<file path="src/rtl/serial_subtractor_ctrl_if.sv">
// Handshake and operand/result bundle for the bit-serial subtractor controller.
// The master issues operands with start; the slave returns the result with done.
interface serial_subtractor_ctrl_if #(
  parameter int N = 8
);
  logic         start;
  logic [N-1:0] a;
  logic [N-1:0] b;
  logic         bin;
  logic         busy;
  logic         done;
  logic [N-1:0] diff;
  logic         bout;

  modport master (
    output start, a, b, bin,
    input  busy, done, diff, bout
  );

  modport slave (
    input  start, a, b, bin,
    output busy, done, diff, bout
  );
endinterface

</file>
<file path="src/rtl/serial_subtractor_ctrl.sv">
// Bit-serial N-bit subtractor: one full-subtractor cell walks the operands
// LSB-first, one bit per clock, with the borrow carried in a flip-flop.
module serial_subtractor_ctrl #(
  parameter int N = 8
) (
  input  logic                     clk,
  input  logic                     rst,
  serial_subtractor_ctrl_if.slave  bus
);

  localparam int CW = $clog2(N + 1);

  typedef enum logic [1:0] {
    IDLE = 2'd0,
    RUN  = 2'd1,
    DONE = 2'd2
  } state_t;

  state_t        state;
  logic [N-1:0]  x_sr;
  logic [N-1:0]  y_sr;
  logic [N-1:0]  r_sr;
  logic          borrow;
  logic [CW-1:0] cnt;

  logic          cell_d;
  logic          cell_bo;
  logic [N-1:0]  r_next;

  // Full-subtractor cell on the current LSBs and the held borrow.
  assign cell_d  = x_sr[0] ^ y_sr[0] ^ borrow;
  assign cell_bo = (~x_sr[0] & y_sr[0]) | (~x_sr[0] & borrow) | (y_sr[0] & borrow);

  // NOTE: every signal driven in always_comb gets a full default first so no latch is inferred.
  always_comb begin
    r_next        = r_sr >> 1;
    r_next[N-1]   = cell_d;
  end

  // NOTE: sequential state uses non-blocking assignments so all registers update from pre-edge values.
  always_ff @(posedge clk or posedge rst) begin
    if (rst) begin
      state    <= IDLE;
      x_sr     <= '0;
      y_sr     <= '0;
      r_sr     <= '0;
      borrow   <= 1'b0;
      cnt      <= '0;
      bus.busy <= 1'b0;
      bus.done <= 1'b0;
      bus.diff <= '0;
      bus.bout <= 1'b0;
    end else begin
      case (state)
        IDLE: begin
          bus.done <= 1'b0;
          if (bus.start) begin
            x_sr     <= bus.a;
            y_sr     <= bus.b;
            borrow   <= bus.bin;
            cnt      <= '0;
            state    <= RUN;
            bus.busy <= 1'b1;
          end
        end
        RUN: begin
          r_sr   <= r_next;
          x_sr   <= x_sr >> 1;
          y_sr   <= y_sr >> 1;
          borrow <= cell_bo;
          cnt    <= cnt + 1'b1;
          if (cnt == CW'(N - 1)) begin
            bus.diff <= r_next;
            bus.bout <= cell_bo;
            bus.busy <= 1'b0;
            bus.done <= 1'b1;
            state    <= DONE;
          end
        end
        DONE: begin
          bus.done <= 1'b0;
          state    <= IDLE;
        end
        default: begin
          bus.busy <= 1'b0;
          bus.done <= 1'b0;
          state    <= IDLE;
        end
      endcase
    end
  end

endmodule

</file>
<file path="src/flat_wrapper.sv">
// flat-port wrapper written by rule: the top's interface ports become plain ports
module serial_subtractor_ctrl_flat 
#(
  parameter int N = 8
)
  (clk, rst, bus_start, bus_a, bus_b, bus_bin, bus_busy, bus_done, bus_diff, bus_bout);
  serial_subtractor_ctrl_if #(.N(N)) bus_i ();
  input  logic clk;
  input  logic rst;
  input wire logic [$bits(bus_i.start)-1:0] bus_start;
  input wire logic [$bits(bus_i.a)-1:0] bus_a;
  input wire logic [$bits(bus_i.b)-1:0] bus_b;
  input wire logic [$bits(bus_i.bin)-1:0] bus_bin;
  output wire logic [$bits(bus_i.busy)-1:0] bus_busy;
  output wire logic [$bits(bus_i.done)-1:0] bus_done;
  output wire logic [$bits(bus_i.diff)-1:0] bus_diff;
  output wire logic [$bits(bus_i.bout)-1:0] bus_bout;
  assign bus_i.start = bus_start;
  assign bus_i.a = bus_a;
  assign bus_i.b = bus_b;
  assign bus_i.bin = bus_bin;
  assign bus_busy = bus_i.busy;
  assign bus_done = bus_i.done;
  assign bus_diff = bus_i.diff;
  assign bus_bout = bus_i.bout;
  serial_subtractor_ctrl #(.N(N)) u_core (.clk(clk), .rst(rst), .bus(bus_i));
endmodule
</file>
<file path="config.mk">
export PLATFORM = sky130hd
export DESIGN_NAME = serial_subtractor_ctrl_flat
export DESIGN_NICKNAME = d
export VERILOG_FILES = /design/src/rtl/serial_subtractor_ctrl_if.sv /design/src/rtl/serial_subtractor_ctrl.sv /design/src/flat_wrapper.sv
export SDC_FILE = /design/constraint.sdc
export NUM_CORES = 1
export LEC_CHECK = 0
export BUFFER_PORTS_ARGS = -buffer_cell sky130_fd_sc_hd__buf_4
export CAP_MARGIN = 10
export CORE_MARGIN = 2
export CORE_UTILIZATION = 35
export DETAILED_ROUTE_END_ITERATION = 10
export GPL_TIMING_DRIVEN = 0
export SYNTH_ARGS = -nofsm -noshare
export SYNTH_HDL_FRONTEND = slang
export SYNTH_SLANG_ARGS = --single-unit
</file>
<file path="constraint.sdc">
create_clock -name clk -period 3.2 [get_ports clk]
set_input_delay 0.48 -clock clk [delete_from_list [all_inputs] [get_ports clk]]
set_output_delay 0.48 -clock clk [all_outputs]
set_load 0.05 [all_outputs]
</file>
==> impl_results.md <==
* Skew final at 0.00732 ns
* Logic pwr share at 43.8%
* Net Sw Frac at 40.2%
* Die H at 77.2 um
* Initial DRC Count at 91
* Std cell rows at 26
* HP Class: primary input to asynchronous set/reset pin
* Clock sinks at 41
* Setup repair bufs after CTS at 0
* Inserted Clock Buffers at 5
* First-pass GRT wire length at 6670 um
* Max FO, Critical Path at 10
* GRT overflow at 0
* CP Launch Type: flop
* RSZ-0062 raised after global routing: no
* Initial antenna violation count at 0
* Core area at 5140 um2
* Syn_nets at 197
* Critical path data arrival time at 1.74 ns
* Internal power at 1.43 mW
* Setup TNS at 0 ns
* Synth Register Bits at 41
* WS Path Type: flop to flop
* I/O Pins at 31
* Area growth from synthesis to layout at 23.1%
* Clock share of power at 18.3%
* Mapped Cells at 175
* Fin crit period at 1.55 ns
* WL per Instance at 13.6 um
* Clock latency on the worst-skew pair at 0.29 ns
* PwrDens at 1040 nW/um2
* Syn_area_per_cell at 10.7 um2
* Post-CTS sizing at 0
* Sequential power share at 37.9%
* P_leak at 1.06 nW
* Post-synth top area share at 54.7%
* CTS tree: done
* Post-synthesis sequential area ratio at 54.7%
* # nets final at 234
* Final Wtd Congestion at 0.698
* Max-cap violations at 0
* Top cells by area, synth: dfrtp_1 (55%), mux2_4 (6.4%), a22oi_1 (6.0%)
* CP startpoint: u_core.cnt[0]
* Post-Syn Area at 1870 um2
* CP required at 3.39 ns
* Final hold vios at 0
* Vias per std cell at 4.91
* N_diodes at 0
* Initial core utilization at 36.5%
* Fmax achieved at 643 MHz
* Outcome: complete, no violations
* Final Cycle Share at 48.6%
* Yosys warns at 0
* DRT Wirelength at 3840 um
* Yosys cell types at 29
* Worst Max-Slew Pin Slew at 0.860 ns
* Reg2reg start: u_core.cnt[0]
* CP endpoint kind: flop
* Routed vias at 1390
* Gr usage total at 14.0%
* Psw at 963 uW
* Share of cells above drive strength 1 at 26.3%
* Yosys top cell by area: dfrtp_1
* Antenna viol nets, final at 0
* Post-CTS Hold Buffers at 0
* Clock Tree Buf Depth at 2
* Final setup viols at 0
* Pre-antenna DRT Iters at 4
* Number of port buffers at 30
* Pins Over Slew Limit at 0
* Peak supply drop at 0.437 mV
* HPWL Detailed at 2540 um
* Clock transition at path regs at 0.08 ns
* DRC at 0
* Die X at 77.2 um
* Slew margin rel. at 42.6%
* Die Area at 5960 um2
* Total Power at 2.40 mW
* H-Tree Depth at 2
* Clock Tree Root: clkbuf_8
* Vias in the first global route at 1436
* Largest net degree at the start of global routing at 42
[Yosys cell counts, drive strengths merged]
library cell,instances
a21oi,17
a22o,2
a22oi,15
a2bb2oi,1
and2,1
and2b,1
and3b,1
buf,5
clkbuf,6
dfrtp,41
fa,1
ha,1
inv,4
mux2,9
mux2i,1
nand2,23
nand2b,1
nand3,2
nor2,4
nor2b,17
o21ai,19
o21bai,1
o311ai,1
o32ai,1
[placed cells by master, fill, tap and decap left out]
master	n
a22o_1	2
inv_1	3
bufinv_16	1
clkbuf_8	6
nor2b_1	17
nand2_1	23
and2b_4	1
mux2_2	1
dfrtp_1	41
nand3_1	2
and3b_4	1
o32ai_1	1
mux2i_1	1
nand2b_1	1
inv_2	1
ha_1	1
o21bai_1	1
clkinvlp_4	1
clkbuf_1	5
o21ai_0	9
fa_1	1
o21ai_1	10
buf_4	30
o311ai_1	1
and2_4	1
a21oi_1	17
nor2_1	4
buf_2	2
buf_6	2
a2bb2oi_1	1
mux2_4	8
a22oi_1	15
clkbuf_2	1
buf_1	1
[worst paths after layout]
check / to / slack (ns) / depth (start not counted)
setup / recovery: u_core.bus.diff[4] / 1.65 / 5
hold / removal: u_core.r_sr[1] / 0.37 / 2
setup reg to reg: u_core.bus.diff[4] / 1.65 / 5
hold reg to reg: u_core.r_sr[1] / 0.48 / 2
max in group asynchronous: u_core.borrow / 2.29 / 2
min in group clk: u_core.x_sr[1] / 0.45 / 3
[registers in the layout, indices dropped and copies added, names as in the netlist, 2 cells and up]
name,cells
u_core.r_sr,7
u_core.bus.diff,8
u_core.state,2
u_core.y_sr,8
u_core.x_sr,8
u_core.cnt,4
[area by class of cell]
cell class              instances  area [um2]
flip-flops and latches         41        1030
inverters                       4        15.0
well taps                      70        87.6
multi-input cells             119         773
plain buffers                  11        60.1
clock inverters                 2        37.5
clock buffers                   6        82.6
fillers                       541        2830
repair buffers                 30         225
[critical path: stages, from the launching register on]
cell	delay, ns
dfrtp_1	0.42
ha_1	0.23
and3b_4	0.19
and2_4	0.15
buf_6	0.15
mux2_4	0.30
[through the flow]
step	std cells	hold slack, ns	instance area [um2]	worst slack [ns]	util (%)
after floorplan	175	0.446	1870	1.72	-
after global placement	275	0.460	2190	1.14	42.6
after detailed placement	275	0.472	2190	1.66	42.6
after CTS	283	0.406	2310	1.63	44.9
after global routing	283	0.453	2310	1.59	44.9
final	283	0.365	2310	1.65	44.9
[power groups by stage]
| stage | Combinational, mW | Clock [mW] | Sequential, mW |
|---|---|---|---|
| floorplan | 0.588 | 0 | 1.10 |
| global placement | 1.05 | 0 | 0.913 |
| detailed placement | 1.07 | 0 | 0.917 |
| CTS | 1.07 | 0.448 | 0.910 |
| global route | 1.16 | 0.470 | 0.940 |
| finish | 1.05 | 0.439 | 0.908 |
[metal layers]
layer | GRT usage (%) | vias to the layer above | share of wire (%)
li1 | - | 685 | -
met1 | 19.0 | 662 | 49
met2 | 22.3 | 36 | 45
met3 | 3.41 | 7 | 4.4
met4 | 4.29 | 0 | 1.3
met5 | 0 | - | 0
[cells by family (layout without fill, tap and decap cells)]
logic type / after synthesis / in the layout / synth area share, %
compound gates: 57 / 57 / 18.4
flops: 41 / 41 / 54.7
buf+inv: 15 / 53 / 4.00
simple gates: 50 / 50 / 13.6
fa+ha+maj: 2 / 2 / 1.74
mux: 10 / 10 / 7.54
(Power assumes the default switching activity.)
